==> src/rtl/cdb_arbiter.sv <==
// Common data bus arbiter: one result slot per execution unit, round-robin
// selection of a pending slot, registered broadcast on the CDB.
module cdb_arbiter #(
  parameter int TAG_W  = 8,
  parameter int DATA_W = 32
) (
  input  logic                  clk,
  input  logic                  rst,
  input  logic                  br,
  input  logic [3:0]            req_valid,
  input  logic [4*TAG_W-1:0]    req_tag,
  input  logic [4*DATA_W-1:0]   req_data,
  output logic [3:0]            req_ready,
  output logic                  cdb_valid,
  output logic [TAG_W-1:0]      cdb_tag,
  output logic [DATA_W-1:0]     cdb_data,
  output logic [1:0]            cdb_src,
  output logic                  err_zero_tag
);

  logic [3:0]        slot_vld_p0;
  logic [TAG_W-1:0]  slot_tag_p0  [4];
  logic [DATA_W-1:0] slot_data_p0 [4];
  logic [1:0]        rr_ptr;

  logic [TAG_W-1:0]  tag_in  [4];
  logic [DATA_W-1:0] data_in [4];
  logic [3:0]        grant;
  logic [3:0]        accept;
  logic [3:0]        load;
  logic [3:0]        zero_hit;
  logic              gnt_any;
  logic [1:0]        gnt_idx;

  // Returns {any, index} of the first set bit scanning from ptr upward, wrapping.
  function automatic logic [2:0] rr_pick(input logic [3:0] v, input logic [1:0] ptr);
    logic [1:0] idx;
    logic       found;
    logic [1:0] sel;
    found = 1'b0;
    sel   = ptr;
    for (int k = 0; k < 4; k++) begin
      idx = ptr + 2'(k);
      if (!found && v[idx]) begin
        found = 1'b1;
        sel   = idx;
      end
    end
    return {found, sel};
  endfunction

  always_comb begin
    for (int i = 0; i < 4; i++) begin
      tag_in[i]  = req_tag[i*TAG_W +: TAG_W];
      data_in[i] = req_data[i*DATA_W +: DATA_W];
    end
  end

  assign {gnt_any, gnt_idx} = rr_pick(slot_vld_p0, rr_ptr);
  assign grant = gnt_any ? (4'b0001 << gnt_idx) : 4'b0000;

  // Ready depends only on slot state and grant, never on the request inputs.
  assign req_ready = (rst || br) ? 4'b0000 : (~slot_vld_p0 | grant);
  assign accept    = req_valid & req_ready;

  always_comb begin
    for (int i = 0; i < 4; i++) begin
      zero_hit[i] = accept[i] && (tag_in[i] == '0);
      load[i]     = accept[i] && (tag_in[i] != '0);
    end
  end

  // Stage p0: slot control state
  always_ff @(posedge clk) begin
    if (rst) begin
      slot_vld_p0  <= '0;
      rr_ptr       <= '0;
      err_zero_tag <= 1'b0;
    end else if (br) begin
      slot_vld_p0  <= '0;
    end else begin
      slot_vld_p0  <= load | (slot_vld_p0 & ~grant);
      if (gnt_any) rr_ptr <= gnt_idx + 2'd1;
      if (|zero_hit) err_zero_tag <= 1'b1;
    end
  end

  always_ff @(posedge clk) begin
    for (int i = 0; i < 4; i++) begin
      if (load[i]) begin
        slot_tag_p0[i]  <= tag_in[i];
        slot_data_p0[i] <= data_in[i];
      end
    end
  end

  // Stage p1: registered CDB broadcast
  always_ff @(posedge clk) begin
    if (rst) begin
      cdb_valid <= 1'b0;
      cdb_tag   <= '0;
      cdb_data  <= '0;
      cdb_src   <= '0;
    end else if (br) begin
      cdb_valid <= 1'b0;
    end else begin
      cdb_valid <= gnt_any;
      if (gnt_any) begin
        cdb_tag  <= slot_tag_p0[gnt_idx];
        cdb_data <= slot_data_p0[gnt_idx];
        cdb_src  <= gnt_idx;
      end
    end
  end

endmodule

==> config.mk <==
export PLATFORM = sky130hd
export DESIGN_NAME = cdb_arbiter
export DESIGN_NICKNAME = d
export VERILOG_FILES = /design/src/rtl/cdb_arbiter.sv
export SDC_FILE = /design/constraint.sdc
export NUM_CORES = 1
export LEC_CHECK = 0
export CAP_MARGIN = 10
export CORE_UTILIZATION = 35
export CTS_CLUSTER_SIZE = 25
export DETAILED_ROUTE_END_ITERATION = 6
export HOLD_SLACK_MARGIN = 0.12
export SLEW_MARGIN = 20
export SYNTH_ARGS = -nofsm -noshare
export SYNTH_HDL_FRONTEND = slang
export SYNTH_SLANG_ARGS = --single-unit
==> constraint.sdc <==
create_clock -name clk -period 4.53 [get_ports clk]
set_input_delay 0.906 -clock clk [delete_from_list [all_inputs] [get_ports clk]]
set_output_delay 0.906 -clock clk [all_outputs]
set_load 0.01 [all_outputs]
==> run_results.csv, run 1 <==
group,metric,value,unit
status,status,"completed",
min_path,hold_path.class,"flop to flop",
clocking,cts.clk_slew.worst_paths,0.06,ns
cells_and_area,seq_area,5810,sq um
critical_path,path_cells,"inv_1, o311ai_1, inv_1, clkdlybuf4s50_1",
routing,drtIter0Drc,384,
global_route,grt.overflow.total,0,
min_path,min_path_cells,2,
cells_and_area,diodes,0,
timing,rsz0062_at_grt,"false",
routing,drt_first_pass_iters,4,
pwr,ir_drop,0.246,mV
timing,fin_worst_skew,0.0221,ns
timing,fin_crit,3.56,ns
clocking,clk_latency,0.51,ns
place,port_buffers,214,
critical_path,r2r_end,"slot_data_p0[3][28]$_DFFE_PP_",
yosys,synthFlopType,"edfxtp_1",
cells_and_area,n_fill_cell,2176,
run,maxCapViolCount,0,
critical_path,end_kind,"primary output",
cells_and_area,post-route-cell-area,11900,sq um
yosys,synth_top_area_share,55.4,%
routing,detail_route.vias_per_cell,4.93,
critical_path,path_buf_inv,3,
clocking,ctsRootBufferMaster,"clkbuf_16",
yosys,synthDistinctLibCells,47,
min_path,min_to,"cdb_src[1]$_SDFFE_PP0P_",
critical_path,critPathLaunchType,"flop",
die,row_count,57,
timing,setup-tns-final,0,ns
clocking,cts_tree,"yes",
yosys,postSynth.asyncResetShare,0,%
timing,finalSetupViolCount,0,
yosys,synth.most_common_cell,"edfxtp_1",
cells_and_area,layout.nets,1050,
die,ios,215,
critical_path,cpPeakStageDelay,0.70,ns
yosys,synth_edf_count,160,
critical_path,timing_worst_setup_path_type,"flop to primary output",
yosys,synth_area_leaders,"edfxtp_1 (55%), dfxtp_1 (12%), mux2i_1 (4.6%)",
clocking,cts_resized,0,
critical_path,worstPathMaxFanout,16,
pwr,p_leak,4.09,nW
global_route,grt_pass1_vias,5896,
timing,worstMarginPinSlew,1.01,ns
place,dpl_cell_area,11100,sq um
yosys,syn-num-nets,838,
routing,avgRoutedWirePerCell,19.0,um
timing,finalHoldViolations,0,
die,start_util,35.7,%
critical_path,cpMostUsedCell,"inv_1",
die,die_h,159,um
yosys,synthesis.area,8680,sq um
yosys,synth-seq-area-share,66.9,%
clocking,htreeDepth,1,
global_route,grt_usage,18.1,%
critical_path,r2r_start,"rr_ptr[1]$_SDFFE_PP0P_",
die,die-area,25400,sq um
yosys,synth_cells,671,
clocking,post_cts_buffers,0,
critical_path,ff2ff_path_depth,6,
critical_path,crit_arrival,2.65,ns
cells_and_area,syn2layout_area_growth,37.0,%
critical_path,r2r_slack,1.63,ns
place,dp_hpwl,15800,um
critical_path,cp_slowest_cell,"dfxtp_1",
clocking,clockBufferDepth,3,
routing,ant_nets,0,
critical_path,crit_required,3.62,ns
cells_and_area,fin_cells,1224,
die,die_w,159,um
global_route,antenna_found_initial,0,
cells_and_area,multiInputGateArea,2450,sq um
global_route,grt_max_degree,48,
yosys,yosys_warnings,0,
timing,finalCritPeriodShare,78.6,%
yosys,ys_seq_elements,210,
yosys,syn_area_per_cell,12.9,sq um
die,core-area,24300,sq um
place,gp_congestion,0.890,
place,place_inst,1182,
timing,max-slew-margin-rel,32.9,%
pwr,power.density,399,nW/um^2
clocking,cts.sinks,210,
critical_path,cp_top_family,"buffers and inverters",
routing,drc,0,
min_path,hold_path_startpoint,"cdb_src[1]$_SDFFE_PP0P_",
clocking,numCtsBuffers,23,
yosys,synth_top_area_cell,"edfxtp_1",
global_route,grt_first_pass_wirelength,35100,um
routing,routed_wl,23300,um
timing,final_max_slew_viol_count,0,
clocking,ctsHoldBuffers,0,
timing,clock.fmax,281,MHz
cells_and_area,drive_gt1_share,8.78,%
routing,vias,6034,
yosys,ys_top_cells_by_count,"edfxtp_1 (160), inv_1 (60), dfxtp_1 (50), a21oi_1 (44), nand2_1 (41)",
[metal layers]
metal	vias to the layer above	track usage, %	routed length (um)	share of wire, %
met1	2826	24.7	10200	44
met5	-	0	0	0
met3	38	2.21	1300	5.6
met2	235	30.4	11300	48
li1	2935	-	-	-
met4	0	5.07	541	2.3
[worst reg2reg max path: stages (launching register included)]
cell and delay [ns]:
dfxtp_1 0.67, nand2b_1 0.18, a21oi_1 0.06, o21ai_0 0.37, and2_1 0.25, and3_2 0.67
buf_4 0.38
[state kept, by name (all words and copies together) (netlist names)]
signal and flops:
err_zero_tag 1, slot_data_p0 128, rr_ptr 2, cdb_data 32
cdb_valid 1, slot_tag_p0 32, slot_vld_p0 4, cdb_tag 8
cdb_src 2
[report_power, final]
part / total, mW / internal, mW / switching [mW] / leakage, nW
logic: 0.663 / 0.340 / 0.323 / 1.85
clock network: 1.85 / 1.11 / 0.744 / 0.359
registers: 2.23 / 2.18 / 0.0535 / 1.88
[through the flow]
stage / setup WS [ns] / total power [mW] / utilization, % / hold slack, ns
4_1_cts: 0.723 / 4.81 / 48.9 / 0.464
3_3_place_gp: 0.883 / 2.94 / 45.8 / 0.445
2_1_floorplan: 0.998 / 2.58 / - / 0.481
6_report: 0.971 / 4.75 / 48.9 / 0.459
5_1_grt: 0.777 / 4.94 / 48.9 / 0.518
3_5_place_dp: 0.854 / 2.95 / 45.8 / 0.456
[area by class of cell]
cell class	count	area share (%)
inverters	61	1.93
multi-input cells	358	20.6
clock inverters	14	1.29
clock buffers	28	5.00
repair buffers	229	18.9
flip-flops and latches	210	48.8
well taps	324	3.41
[how the worst max path moves through the flow]
| stage | cells past startpoint | start | slack (ns) | endpoint |
|---|---|---|---|---|
| 3_5_place_dp | 5 | br | 0.85 | req_ready[1] |
| 3_3_place_gp | 5 | br | 0.88 | req_ready[1] |
| 2_1_floorplan | 3 | br | 1.0 | slot_data_p0[1][0]$_DFFE_PP_ |
| 5_1_grt | 4 | slot_vld_p0[1]$_SDFF_PP0_ | 0.78 | req_ready[1] |
| 4_1_cts | 4 | slot_vld_p0[1]$_SDFF_PP0_ | 0.72 | req_ready[1] |
| 6_report | 4 | slot_vld_p0[1]$_SDFF_PP0_ | 0.97 | req_ready[1] |
[cell families after synthesis]
logic type / Yosys count / share of synthesized area [%]
DFF: 210 / 66.9
AOI/OAI and AO/OA: 215 / 17.4
buffers and inverters: 103 / 5.19
and+or+nand+nor: 103 / 5.86
muxes: 40 / 4.61
[cell usage in the layout, fill, tap and decap left out, types with 4 or more instances in the layout]
| cell | synthesis | layout |
|---|---|---|
| a211oi_1 | 28 | 28 |
| a21boi_0 | 23 | 23 |
| a21boi_1 | 4 | 4 |
| a21oi_1 | 44 | 44 |
| a221oi_2 | 10 | 10 |
| buf_4 | 7 | 15 |
| clkbuf_1 | 15 | 5 |
| clkbuf_16 | 0 | 23 |
| clkdlybuf4s50_1 | 0 | 213 |
| clkinv_2 | 0 | 5 |
| dfxtp_1 | 50 | 50 |
| edfxtp_1 | 160 | 160 |
| inv_1 | 60 | 60 |
| mux2i_1 | 40 | 40 |
| nand2_1 | 41 | 41 |
| nand2b_1 | 6 | 6 |
| nor2_1 | 17 | 15 |
| nor4_1 | 8 | 8 |
| o21ai_0 | 6 | 6 |
| o21ai_1 | 27 | 26 |
| o21bai_1 | 13 | 13 |
| o22ai_1 | 15 | 15 |
| o31ai_1 | 28 | 28 |
| or2_1 | 8 | 8 |
Power figures use the tool's default switching activity.
==> inputs of run 2 (changes only) <==
- clock period: 4.53 -> 3.4 ns (I/O delays scaled with it)
==> run 2 against run 1 <==
- sequential share of layout area down 0.34 points
- flip-flop and latch count unchanged
- clock-buffer cell count up 3
- largest cell class unchanged
==> run_results.csv, run 2 (synthesis results as in run 1) <==
group,metric,value,unit
timing,clock.fmax,310,MHz
clocking,clk_latency,0.52,ns
cells_and_area,syn2layout_area_growth,38.0,%
critical_path,worstPathMaxFanout,17,
critical_path,timing_worst_setup_path_type,"flop to primary output",
min_path,hold_path.class,"flop to flop",
cells_and_area,reg_top3,"slot_data_p0 (128), cdb_data (32), slot_tag_p0 (32)",
cells_and_area,regMostFlops,"slot_data_p0",
cells_and_area,mostFrequentLayoutCells,"clkdlybuf4s50_1 (213), edfxtp_1 (160), inv_1 (60)",
routing,drtIter0Drc,282,
global_route,grt_max_degree,48,
timing,final_max_slew_viol_count,0,
clocking,cts_resized,0,
timing,worstMarginPinSlew,0.961,ns
pwr,seqPwrFrac,46.8,%
routing,routed_wl,23500,um
critical_path,crit_required,2.72,ns
die,ios,215,
global_route,antenna_found_initial,1,
routing,drt_first_pass_iters,4,
timing,finalHoldViolations,0,
routing,drc,0,
critical_path,path_buf_inv,2,
die,core-area,24300,sq um
global_route,grt_usage,18.4,%
die,die-area,25400,sq um
timing,fin_worst_skew,0.00754,ns
clocking,clockBufferDepth,3,
place,dp_hpwl,16000,um
pwr,p_leak,4.14,nW
clocking,ctsRootBufferMaster,"clkbuf_16",
clocking,cts.sinks,210,
global_route,grt_pass1_vias,6052,
pwr,total_power,6.34,mW
timing,timing.hold.ws,0.456,ns
place,port_buffers,214,
pwr,power.density,529,nW/um^2
critical_path,cp_top_family,"buffers and inverters",
pwr,combPwrFrac,14.3,%
timing,max-slew-margin-rel,35.9,%
critical_path,end_kind,"primary output",
run,maxCapViolCount,0,
die,die_w,159,um
cells_and_area,layout.nets,1055,
critical_path,critPathLaunchType,"flop",
routing,ant_nets,0,
pwr,power.share.clock,38.9,%
die,start_util,35.7,%
status,status,"completed",
die,die_h,159,um
clocking,numCtsBuffers,24,
routing,vias,6053,
clocking,cts.clk_slew.worst_paths,0.06,ns
timing,finalSetupViolCount,0,
clocking,post_cts_buffers,0,
timing,setup-tns-final,0,ns
pwr,switching_power,1.52,mW
pwr,switching_share,23.9,%
critical_path,cpPeakStageDelay,0.67,ns
clocking,htreeDepth,1,
global_route,grt.overflow.total,0,
pwr,ir_drop,0.428,mV
timing,fin_crit,3.23,ns
routing,avgRoutedWirePerCell,19.1,um
timing,rsz0062_at_grt,"false",
routing,detail_route.vias_per_cell,4.92,
clocking,cts_tree,"yes",
timing,finalCritPeriodShare,94.9,%
cells_and_area,layout_commonest_cell,"clkdlybuf4s50_1",
pwr,internal_power,4.82,mW
cells_and_area,largest_register_ffs,128,
clocking,ctsHoldBuffers,0,
place,gp_congestion,0.919,
critical_path,cp_slowest_cell,"dfxtp_1",
cells_and_area,drive_gt1_share,9.05,%
critical_path,crit_arrival,2.55,ns
critical_path,path_cells,"inv_1, a21oi_1, o211ai_1, and2_1, clkdlybuf4s50_1",
die,row_count,57,
global_route,grt_first_pass_wirelength,35800,um
-- run 2: final cells by class --
cell class	instances	area, sq um
fill	2160	12300
sequential	210	5810
multi-input combinational	358	2450
timing repair buffer	233	2330
clock buffer	31	627
tap	324	405
inverter	61	229
clock inverter	13	123
antenna	1	2.50
-- run 2: worst min-delay path: cells and delay by family (launching register included) --
family | cells | cell delay (ns)
AO/OA/AOI/OAI | 1 | 0.05
AND/OR/NAND/NOR | 1 | 0.05
flip-flops | 1 | 0.31
-- run 2: metal layers --
metal | part of all wire [%] | global-route usage [%] | vias up
met4 | 2.8 | 5.38 | 0
met2 | 48 | 30.5 | 203
met1 | 44 | 24.8 | 2866
met3 | 5.7 | 3.13 | 41
met5 | 0 | 0 | -
li1 | - | - | 2943
-- run 2: final timing paths --
path                                    to                    start  cells after the start  slack (ns)
min                cdb_src[1]$_SDFFE_PP0P_  cdb_src[1]$_SDFFE_PP0P_                      2        0.46
min reg2reg        cdb_src[1]$_SDFFE_PP0P_  cdb_src[1]$_SDFFE_PP0P_                      2        0.46
max                           req_ready[2]   rr_ptr[1]$_SDFFE_PP0P_                      5        0.17
max reg2reg  slot_data_p0[0][27]$_DFFE_PP_   rr_ptr[1]$_SDFFE_PP0P_                      5        0.63
-- run 2: metrics by stage --
step	cells	instance area, sq um	utilization, %	setup WS (ns)
finish	1231	12000	49.2	0.173
global placement	1186	11200	46.1	0.281
CTS	1230	12000	49.2	0.185
global route	1231	12000	49.2	0.0111
floorplan	671	8680	-	0.0943
detailed placement	1186	11200	46.1	0.196
-- run 2: power groups by stage --
stage / logic (mW) / clock network (mW) / registers [mW]
2_1_floorplan: 0.392 / 0 / 3.04
6_report: 0.905 / 2.46 / 2.97
5_1_grt: 0.978 / 2.62 / 2.98
3_5_place_dp: 0.917 / 0 / 3.02
4_1_cts: 0.921 / 2.52 / 2.97
3_3_place_gp: 0.913 / 0 / 3.02
==> inputs of run 3 (changes only) <==
- CAP_MARGIN: 10 -> 20
==> results of run 3 <==
Final layout, timing and power as in run 2 (identical DEF).
